--- config.mk ---
export PLATFORM = sky130hd
export DESIGN_NAME = spi_frame_rx
export DESIGN_NICKNAME = d
export VERILOG_FILES = /design/src/rtl/spi_rx_pkg.sv /design/src/rtl/sync_ff.sv /design/src/rtl/spi_frame_rx.sv
export SDC_FILE = /design/constraint.sdc
export NUM_CORES = 1
export LEC_CHECK = 0
export BUFFER_PORTS_ARGS = -buffer_cell sky130_fd_sc_hd__buf_2
export CORE_MARGIN = 5
export CORE_UTILIZATION = 50
export CTS_CLUSTER_SIZE = 28
export DETAILED_ROUTE_END_ITERATION = 10
export PLACE_DENSITY_LB_ADDON = 0.12
export SLEW_MARGIN = 30
export SYNTH_ARGS = -nofsm -noshare
export SYNTH_HDL_FRONTEND = slang
export SYNTH_SLANG_ARGS = --single-unit
--- constraint.sdc ---
create_clock -name clk -period 4.2 [get_ports clk]
set_clock_uncertainty 0.15 [all_clocks]
set_input_delay 0.84 -clock clk [delete_from_list [all_inputs] [get_ports clk]]
set_output_delay 0.84 -clock clk [all_outputs]
set_load 0.05 [all_outputs]
--- src/rtl/spi_rx_pkg.sv ---
// Shared types and constants for the SPI frame receiver.
package spi_rx_pkg;

    typedef enum logic [1:0] {
        IDLE,
        SHIFT,
        COMMIT
    } spi_rx_statetype;

    localparam int SPI_FRAME_BITS = 16;
    localparam int SPI_BYTE_BITS  = 8;

endpackage

--- src/rtl/sync_ff.sv ---
// Parameterized-depth single-bit synchronizer with synchronous active-low reset.
module sync_ff #(
    parameter int STAGES = 2
) (
    input  logic clk,
    input  logic reset,
    input  logic d,
    output logic q
);

    logic [STAGES-1:0] chain;

    always_ff @(posedge clk) begin
        if (!reset) begin
            chain <= '0;
        end else begin
            chain <= {chain[STAGES-2:0], d};
        end
    end

    assign q = chain[STAGES-1];

endmodule

--- src/rtl/spi_frame_rx.sv ---
// SPI mode-0 slave receiver: captures a character/digit byte pair and pulses
// new_SPI when a correctly sized frame closes, or frame_err otherwise.
module spi_frame_rx
    import spi_rx_pkg::*;
#(
    parameter int SYNC_STAGES = 2,
    parameter int FRAME_BITS  = SPI_FRAME_BITS
) (
    input  logic                     clk,
    input  logic                     reset,
    input  logic                     sck,
    input  logic                     sdi,
    input  logic                     cs,
    output logic [SPI_BYTE_BITS-1:0] letter,
    output logic [SPI_BYTE_BITS-1:0] number,
    output logic                     new_SPI,
    output logic                     frame_err
);

    localparam int SR_BITS = 2 * SPI_BYTE_BITS;
    localparam int CW      = $clog2(FRAME_BITS + 2);
    localparam logic [CW-1:0] COUNT_MAX = CW'(FRAME_BITS + 1);
    localparam logic [CW-1:0] FRAME_LEN = CW'(FRAME_BITS);

    spi_rx_statetype state, state_next;

    logic sck_s, sdi_s, cs_s;
    logic sck_d, cs_d;
    logic sck_rise, cs_rise, cs_fall;

    logic [SR_BITS-1:0] shift_reg, shift_next;
    logic [CW-1:0]      bit_count, count_next;
    logic               load_frame, flag_err;

    sync_ff #(.STAGES(SYNC_STAGES)) u_sync_sck (.clk(clk), .reset(reset), .d(sck), .q(sck_s));
    sync_ff #(.STAGES(SYNC_STAGES)) u_sync_sdi (.clk(clk), .reset(reset), .d(sdi), .q(sdi_s));
    sync_ff #(.STAGES(SYNC_STAGES)) u_sync_cs  (.clk(clk), .reset(reset), .d(cs),  .q(cs_s));

    always_ff @(posedge clk) begin
        if (!reset) begin
            sck_d <= 1'b0;
            cs_d  <= 1'b0;
        end else begin
            sck_d <= sck_s;
            cs_d  <= cs_s;
        end
    end

    assign sck_rise = sck_s & ~sck_d;
    assign cs_rise  = cs_s & ~cs_d;
    assign cs_fall  = ~cs_s & cs_d;

    always_ff @(posedge clk) begin
        if (!reset) begin
            state <= IDLE;
        end else begin
            state <= state_next;
        end
    end

    always_comb begin
        state_next = state;
        case (state)
            IDLE:    if (cs_rise) state_next = SHIFT;
            SHIFT:   if (cs_fall) state_next = COMMIT;
            COMMIT:  state_next = IDLE;
            default: state_next = IDLE;
        endcase
    end

    // The length check looks at count_next so a bit shifted in the same
    // cycle that chip-select releases still counts toward the frame.
    always_comb begin
        shift_next = shift_reg;
        count_next = bit_count;
        load_frame = 1'b0;
        flag_err   = 1'b0;
        case (state)
            IDLE: begin
                shift_next = '0;
                count_next = '0;
            end
            SHIFT: begin
                if (sck_rise) begin
                    shift_next = {shift_reg[SR_BITS-2:0], sdi_s};
                    if (bit_count != COUNT_MAX) begin
                        count_next = bit_count + 1'b1;
                    end
                end
                if (cs_fall) begin
                    if (count_next == FRAME_LEN) begin
                        load_frame = 1'b1;
                    end else begin
                        flag_err = 1'b1;
                    end
                end
            end
            default: ;
        endcase
    end

    always_ff @(posedge clk) begin
        if (!reset) begin
            shift_reg <= '0;
            bit_count <= '0;
            letter    <= '0;
            number    <= '0;
            new_SPI   <= 1'b0;
            frame_err <= 1'b0;
        end else begin
            shift_reg <= shift_next;
            bit_count <= count_next;
            new_SPI   <= load_frame;
            frame_err <= flag_err;
            if (load_frame) begin
                letter <= shift_next[SR_BITS-1:SPI_BYTE_BITS];
                number <= shift_next[SPI_BYTE_BITS-1:0];
            end
        end
    end

endmodule

[Yosys cells after proc, flatten, opt, wreduce, memory -nomap -nowiden]
Cells that the tools add are included.
Word-level totals
  register bits after elaboration: 49
  input bits: 5
  output and inout bits: 18
  word-level logic and storage cells: 41
Operators by class
  add/sub/neg operators: 1
  equality and inequality tests: 5
  mux-type cells: 13
  bitwise operators: 6
  reduce and logical (&&, ||, !) cells: 4
Operator list (number)
  case mux 16 bit (2 select lines): 1
  two-way mux 16 bit: 1
  two-way mux 5 bit: 3
  case mux 5 bit (2 select lines): 1
  adder 5 x 1 -> 5 bit, second input constant: 1
  == test 5 bit, second input constant: 1
  inequality test 5 bit, second input constant: 1
  two-way mux 1 bit: 4
  two-way mux 2 bit: 2
  inequality test 2 bit, second input constant: 2
  case mux 2 bit (2 select lines): 1
  bitwise AND 1 bit: 3
  NOT 1 bit: 3
  AND reduction 3 bit: 1
  == test 2 x 1 -> 1 bit, second input constant: 1
  logical NOT 2 bit: 1
  AND reduction 2 bit: 1
  nonzero test 2 bit: 1

[Logic depth before layout (Yosys ltp)]
Gate-level depths: netlist of run 1.
  word-level depth: 8
  gate-level depth with buffers: 9
  mapped depth without buffers: 7

[Hierarchy]
Synthesis of run 1 repeated with hierarchy kept, for this count alone.
Second synthesis, totals
  cells, all modules: 183
  area total of the unflattened synthesis: 2006.9 um^2
Modules (own cells, without submodules)
  spi_frame_rx: times used 1, cells each 171, area each 1849.3 um^2, seq. area each 860.8 um^2
  sync_ff: times used 3, cells each 4, area each 52.6 um^2, seq. area each 40.0 um^2

[Worst setup path after synthesis of run 1]
No wires, ideal clock.
  path kind: register to register
  start: register bit_count[1]
  end: register letter[0]
  setup time: 72 ps
  data arrival time: 2144 ps
  data required time: 3978 ps
  path slack: 1835 ps
  stages on the path, launching flop included: 10
  buffers on the path: 2
  clock period less this slack: 2365 ps
  cells stage by stage: dfxtp_1 -> inv_1 -> ha_1 -> nor4bb_1 -> or4_1 -> a22o_1 -> nor3b_2 -> buf_4 -> buf_12 -> mux2i_1
Between the ends
  longest elaborated chain between the ends: 8
  elaborated cells on any way between the ends: 9
  those cells by class: add/sub: 1; eq/ne: 2; mux: 6
RTL lines
  start, declared: RTL line spi_frame_rx.sv:32  | logic [CW-1:0] bit_count, count_next;
  start signal, assigned: RTL line spi_frame_rx.sv:112  | bit_count <= count_next;
  adder 5 x 1 -> 5 bit / inequality test 5 bit (equally long branches): RTL line spi_frame_rx.sv:87, spi_frame_rx.sv:86
  two-way mux 5 bit: RTL line spi_frame_rx.sv:86  | if (bit_count != COUNT_MAX) begin
  two-way mux 5 bit *: RTL line spi_frame_rx.sv:84  | if (sck_rise) begin
  two-way mux 5 bit *: RTL line spi_frame_rx.sv:78  | case (state)
  == test 5 bit *: RTL line spi_frame_rx.sv:91  | if (count_next == FRAME_LEN) begin
  two-way mux 1 bit *: RTL line spi_frame_rx.sv:91
  two-way mux 1 bit *: RTL line spi_frame_rx.sv:90  | if (cs_fall) begin
  two-way mux 1 bit *: RTL line spi_frame_rx.sv:78
  end signal, assigned: RTL line spi_frame_rx.sv:116  | letter <= shift_next[SR_BITS-1:SPI_BYTE_BITS];
  end, declared: RTL line spi_frame_rx.sv:14  | output logic [SPI_BYTE_BITS-1:0] letter,
Mark *: on every way between the ends. The rest lies on a longest branch, timed or not. The select of a mux whose other input is x is not followed.
A chain may end at the register's enable or synchronous reset.

[Final worst setup path of run 1]
  start: register bit_count[0]
  end: register letter[2]
Same word-level chain as after synthesis.

==> results.md, run 1 <==
* Gr ovfl total at 0
* CP max FO at 16
* Avg Cell Area, Syn at 8.56 um^2
* Clock power share at 36.8%
* R2r endpoint: letter[2]
* Max Slew Vio Count at 0
* CTS resizes at 0
* Clock Latency Late Sink at 300 ps
* Area growth, synth to finish at 9.59%
* Slew @ Worst Pin at 739 ps
* Peak supply drop at 0.250 mV
* Final Instance Area at 2290 um^2
* Post-synth EDFFs at 0
* Ant. Diodes at 0
* Ys flop type: dfxtp_1
* CTS tree: yes
* Die Ht at 74.6 um
* Antenna viol nets, final at 0
* R2R Setup Slk at 1540 ps
* Final GP Congestion at 0.767
* Post-synthesis sequential area ratio at 47.0%
* Worst flop-to-flop path startpoint: bit_count[0]
* DR WL met2 at 1730 um
* Setup Viol. Count Final at 0
* Proportion of layout cells with a drive suffix above 1 at 13.5%
* Leak at 0.938 nW
* Critical Path Max Stage Delay at 560 ps
* Seq pwr share at 60.2%
* CTS Hold Buffers Added at 0
* Total track usage at 15.9%
* Number of antenna violations at the first check in global routing at 0
* Maximum buffer depth of the clock tree at 2
* Int Pwr at 609 uW
* Die footprint at 5570 um^2
* Min-Delay Endpoint: u_sync_sdi.chain[1]
* Min-delay src: u_sync_sdi.chain[0]
* Routed len/inst at 12.3 um
* Power Density at 342 nW/um^2
* Startpoint types: flop
* Clock Sink Count at 49
* Drt first-iter violations at 104
* Syn Std Cell Area at 2090 um^2
* Comb power frac at 3.0%
* Min Tclk post-route at 2660 ps
* H-tree levels at 2
* Post-DP HPWL at 2340 um
* Overall via count from detail_route at 1632
* Hold slack at 292 ps
* Cell Area, Placed at 2190 um^2
* Yosys warning count at 0
* Switching fraction of total power at 22.1%
* Min-Delay Path Class: reg -> reg
* Number of global-route vias before repair at 1510
* Largest net degree at the start of global routing at 48
* Ys async rst share at 0%
* First-pass GRT wire length at 6880 um
* Synth Register Bits at 49
* Final hold vios at 0
* Die width at 74.6 um
* Detailed Routing Iterations Pass 1 at 4
* Fill cells at 388
* Hold Path Stages at 1
* Clk slew on worst S/H paths at 90 ps
* Critical path cell sequence: ha_1 -> nor4bb_1 -> o21ai_0 -> a22o_1 -> nor3b_2 -> buf_4 -> mux2i_1
* Total of max-cap violations at 0
* Root buffer cell: clkbuf_8
* TritonCTS buffer count at 5
* Setup TNS at 0 ps
* Power consumption at 782 uW
* CP required at 4280 ps
* Max FFs per register at 16
* Initial core utilization at 51.8%
* Psw at 173 uW
* Met3 WL at 131 um
* Post-CTS Setup Inserts at 0
* Period utilisation layout at 63.3%
* Crit end category: flop
* # port buffers at 22
* Vias/cell at 5.26
* Synth unique cells at 38
* Drt total wl at 3820 um
* Total Nets Final at 266
* Worst slew margin at 50.8%
* Setup Crit Path Kind: reg -> reg
* Peak Freq at 376 MHz
* Status: completed
* Cell count after synthesis at 244
* Num rows at 23
* Worst path slowest cell: nor4bb_1
* Core box area at 4030 um^2
* DRC viols at 0
* Wl on met1 at 1920 um
* Length in cells of the worst reg-to-reg path at 7
* # IOs at 23
* Syn Nets at 251
* Data arrival, critical path at 2740 ps
* Setup repair after global routing missed its margin: no
* Top sig layer: met4
==> synthesized netlist by cell type (2+ instances only) <==
| cell type | number | area share [%] |
|---|---|---|
| nor3b_1 | 2 | 0.72 |
| clkbuf_1 | 10 | 1.8 |
| nand2b_1 | 3 | 0.90 |
| dfxtp_1 | 49 | 47 |
| nor2b_1 | 5 | 1.5 |
| nor3_1 | 2 | 0.48 |
| o21ai_1 | 19 | 4.6 |
| ha_1 | 2 | 1.2 |
| mux2i_1 | 16 | 7.7 |
| and2_1 | 8 | 2.4 |
| a22oi_1 | 18 | 6.5 |
| nand2_1 | 53 | 9.5 |
| nor2_1 | 4 | 0.72 |
| a21oi_1 | 3 | 0.72 |
| o21ai_0 | 3 | 0.72 |
| nor4_1 | 3 | 0.90 |
| inv_1 | 21 | 3.8 |
| buf_4 | 2 | 0.72 |
| buf_1 | 2 | 0.36 |
==> power by group through the flow <==
stage	registers, mW	clock network (mW)	logic [mW]
finish	0.471	0.288	0.0234
global route	0.471	0.321	0.0265
CTS	0.471	0.299	0.0240
detailed placement	0.482	0	0.0240
global placement	0.481	0	0.0237
floorplan	0.481	0	0.0187
==> per-layer routing <==
metal / up-vias / GRT usage [%]
li1: 842 / -
met1: 760 / 20.7
met2: 26 / 25.5
met3: 4 / 4.41
met4: 0 / 5.14
met5: - / 0
==> cell families after synthesis <==
kind of cell             after synthesis  synth area share, %
flip-flops                            49                 47.0
multiplexers                          16                 7.67
AO/OA/AOI/OAI                         50                 15.2
adder cells (fa/ha/maj)                3                 1.68
AND/OR/NAND/NOR                       88                 20.5
buffers and inverters                 38                 8.03
==> worst max-delay path by stage <==
| stage | start | end | slack [ps] | cells after the start |
|---|---|---|---|---|
| floorplan | bit_count[1] | letter[0] | 1830 | 9 |
| global placement | sck_d | number[0] | 1640 | 6 |
| detailed placement | u_sync_sck.chain[1] | number[3] | 1560 | 6 |
| CTS | bit_count[0] | letter[2] | 1530 | 7 |
| global route | bit_count[0] | letter[5] | 1300 | 7 |
| finish | bit_count[0] | letter[2] | 1540 | 7 |
==> worst max-delay path: cells and delay by family, from the launching register on <==
family	cells	cell delay (ps)
AND/OR/NAND/NOR	2	740
flip-flops	1	470
AO/OA/AOI/OAI	2	440
buffers and inverters	1	320
adder cells (fa/ha/maj)	1	240
multiplexers	1	230
==> layout by cell type, fill, tap and decap left out, types with 4 or more instances in the layout <==
| master | count |
|---|---|
| mux2i_1 | 16 |
| nand2_1 | 53 |
| a22oi_1 | 18 |
| nor2_1 | 4 |
| nor2b_1 | 5 |
| and2_1 | 8 |
| clkbuf_8 | 6 |
| inv_1 | 21 |
| o21ai_1 | 19 |
| dfxtp_1 | 48 |
| buf_2 | 22 |
==> stage by stage <==
step | setup WS [ps] | utilization, % | std cells
floorplan | 1830 | - | 244
global placement | 1640 | 54.4 | 302
detailed placement | 1560 | 54.4 | 302
CTS | 1530 | 56.8 | 310
global route | 1300 | 56.8 | 310
finish | 1540 | 56.8 | 310
==> cell type report <==
| type | count | area, um^2 | area share (%) |
|---|---|---|---|
| multi-input cells | 157 | 940 | 41.1 |
| inverters | 22 | 82.6 | 3.61 |
| clock inverters | 2 | 13.8 | 0.601 |
| well taps | 50 | 62.6 | 2.73 |
| repair buffers | 24 | 125 | 5.47 |
| clock buffers | 6 | 82.6 | 3.61 |
| flip-flops and latches | 49 | 982 | 42.9 |
No activity file was read; power rests on OpenSTA's default activity.
==> run 2: changes to the inputs <==
- ABC_AREA: default -> 1
- clock period: 4.2 -> 2.5 ns (I/O delays scaled with it)
==> results.md, run 2 <==
* Status: completed
* Critical Path Max Stage Delay at 420 ps (-140 ps)
* Peak supply drop at 0.377 mV (+51%)
* Syn Nets at 314 (+25%)
* Cell count after synthesis at 307 (+26%)
* Min Tclk post-route at 2090 ps (-573 ps)
* Core box area at 4320 um^2 (+7.3%)
* DRC viols at 0 (unchanged)
* Post-synthesis simple-gate area fraction at 29.6% (+9.1 points)
* Total of max-cap violations at 0 (unchanged)
* Synth Register Bits at 49 (unchanged)
* Post-CTS Setup Inserts at 0 (unchanged)
* Worst path slowest cell: dfxtp_1
* Startpoint types: flop
* Clock power share at 35.6% (-1.2 points)
* Worst slew margin at 51.1% (+0.35 points)
* Die Ht at 76.7 um (+2.8%)
* Top cells by area, synth: dfxtp_1 (44%), inv_1 (9.4%), nand2_1 (9.1%)
* Critical path depth at 12 (+5)
* Leak at 1.13 nW (+21%)
* WP buf/inv at 1 (unchanged)
* Yosys warning count at 0 (unchanged)
* CP required at 2550 ps (-1730 ps)
* Slew @ Worst Pin at 733 ps (-6.09 ps)
* Final hold vios at 0 (unchanged)
* Max Slew Vio Count at 0 (unchanged)
* Crit end category: flop
* Period utilisation layout at 83.5% (+20 points)
* Total Nets Final at 336 (+26%)
* Largest net degree at the start of global routing at 27 (-44%)
* # port buffers at 22 (unchanged)
* Commonest non-fill, non-tap cell in the layout: inv_1
* Ys async rst share at 0% (unchanged)
* Number of global-route vias before repair at 1768 (+17%)
* Setup Viol. Count Final at 0 (unchanged)
* Detailed Routing Iterations Pass 1 at 4 (unchanged)
* Post-synthesis sequential area ratio at 44.0% (-2.9 points)
* Setup Crit Path Kind: reg -> reg
* H-tree levels at 2 (unchanged)
* First-pass GRT wire length at 7810 um (+14%)
* Gr ovfl total at 0 (unchanged)
* Clk slew on worst S/H paths at 90 ps (about the same)
* Min-Delay Path Class: in -> reg
* Post-DP HPWL at 2920 um (+25%)
* Drt first-iter violations at 112 (+7.7%)
* Routing usage on met3 at 3.86% (-0.54 points)
* Dpl ws at 425 ps (-1140 ps)
* CP most frequent cell: nand2_1
* Final non-filler cell total at 381 (+23%)
* Compound-Gate Fraction of Synth Area at 11.6% (-3.6 points)
* Number of antenna violations at the first check in global routing at 0 (unchanged)
* Die width at 76.7 um (+2.8%)
* Post-synth EDFFs at 0 (unchanged)
* Maximum buffer depth of the clock tree at 2 (unchanged)
* Critical path cell sequence: ha_1 -> nand2_1 -> inv_1 -> nand2_1 -> nand2_1 -> nand2_1 -> nand2_2 -> nand2_4 -> nor2_8 -> nand3_4 -> nor2_1 -> nor2_1
* Int Pwr at 1.02 mW (+68%)
* Routed len/inst at 10.8 um (-12%)
* Inst Count DP at 374 (+24%)
* Data arrival, critical path at 2130 ps (-610 ps)
* Proportion of layout cells with a drive suffix above 1 at 18.8% (+5.4 points)
* TritonCTS buffer count at 5 (unchanged)
* Ys flop type: dfxtp_1
* GR Util met2 at 26.1% (+0.68 points)
* Synth unique cells at 25 (-34%)
* CTS resizes at 0 (unchanged)
* CTS Hold Buffers Added at 0 (unchanged)
* CTS tree: yes
* Die footprint at 5890 um^2 (+5.7%)
* Most frequent cells in the layout: inv_1 (56), nand2_1 (54), dfxtp_1 (49)
* Top-count cell post-synth: inv_1
* Length in cells of the worst reg-to-reg path at 12 (+5)
* Final GP Congestion at 0.788 (+2.7%)
* Ant. Diodes at 0 (unchanged)
* Xor/xnor share of the synthesized area at 0% (unchanged)
* Hold Path Stages at 3 (+2)
* Dominant cell type by area after synthesis: dfxtp_1
* Clock Sink Count at 49 (unchanged)
* Avg Cell Area, Syn at 7.25 um^2 (-15%)
* Num rows at 24 (+4.3%)
* Total track usage at 15.7% (-0.17 points)
* Root buffer cell: clkbuf_8
* # IOs at 23 (unchanged)
* Initial core utilization at 51.5% (-0.33 points)
* Busiest grt layer: met2
* Area growth, synth to finish at 10.3%
* Clock Latency Late Sink at 300 ps (about the same)
* Drt total wl at 4130 um (+8.0%)
* Peak Freq at 479 MHz (+27%)
* Largest family of logic cells by synthesized area: simple AND/OR/NAND/NOR gates
* Seq pwr share at 59.8% (-0.4 points)
* Psw at 301 uW (+74%)
* Setup TNS at 0 ps (unchanged)
* Vias/cell at 4.80 (-8.8%)
* Power Density at 539 nW/um^2 (+58%)
* Final worst slack at 413 ps (-1130 ps)
* Antenna viol nets, final at 0 (unchanged)
* CP max FO at 25 (+9)
* Comb power frac at 4.7% (+1.7 points)
* Mux contribution to synthesized area at 0% (-7.7 points)
* Top cell types by occurrence after synthesis: inv_1 (56), nand2_1 (54), dfxtp_1 (49), nor2_1 (43), o21ai_0 (22)
* Share of the synthesized area in the top cell type at 44.0% (-2.9 points)
* Syn Std Cell Area at 2230 um^2 (+6.7%)
* Overall via count from detail_route at 1829 (+12%)
* Switching fraction of total power at 22.7% (+0.64 points)
* Max FFs per register at 16 (unchanged)
* Adder-Cell Fraction of Synth Area at 1.12% (-0.55 points)
* Setup repair after global routing missed its margin: no
* Util after Layout at 56.8% (about the same)
* Met1 Usage GRT at 19.6% (-1.1 points)
* Crit path max-delay family: simple AND/OR/NAND/NOR gates
-- run 2: cell count changes in the layout (fill, tap and decap cells not counted), moves of 13 or more --
cell / change
o21ai_0: +19
nand2_2: +13
o21ai_1: -19
mux2i_1: -16
inv_1: +35
nor2_1: +39
-- run 2: worst paths after layout --
path,start,end,slack (ps)
hold reg to reg,u_sync_cs.chain[0],u_sync_cs.chain[1],270
hold / removal,cs,u_sync_cs.chain[0],230
setup reg to reg,bit_count[0],letter[4],410
setup / recovery,bit_count[0],letter[4],410
-- run 2: area by class of cell --
cell class,instances,area (um^2)
Fill cell,437,1870
Tap cell,52,65.1
Timing Repair Buffer,27,148
Sequential cell,49,981
Inverter,62,233
Clock buffer,6,82.6
Multi-Input combinational cell,184,941
Clock inverter,1,7.51
-- run 2: cells by family after synthesis --
| group | Yosys count |
|---|---|
| AND/OR/NAND/NOR | 136 |
| buffers and inverters | 74 |
| flip-flops | 49 |
| AO/OA/AOI/OAI | 46 |
| adder cells (fa/ha/maj) | 2 |
-- run 2: worst register-to-register path, delay by kind of cell, from the launching register on --
family        cells  cell delay [ps]
buf+inv           1               70
simple gates     10             1180
fa+ha+maj         1              170
flops             1              420
-- run 2: power groups by stage --
stage                     Combinational, mW  Clock [mW]  Sequential (mW)
after floorplan                      0.0478           0            0.810
after global placement               0.0618           0            0.811
after detailed placement             0.0623           0            0.811
after CTS                            0.0626       0.485            0.793
after global routing                 0.0709       0.523            0.794
final                                0.0617       0.471            0.792
-- run 2: stage by stage --
step                      power [mW]  area (um^2)  hold WS, ps
after floorplan                0.858         2230          240
after global placement         0.873         2370          245
after detailed placement       0.873         2370          252
after CTS                       1.34         2460          229
after global routing            1.39         2460          232
final                           1.33         2460          233
-- run 2: routing by layer --
metal  wire (um)  vias up
met5           0        -
met4          69        0
met3         143        6
met2        1940       23
met1        1980      815
li1            -      985
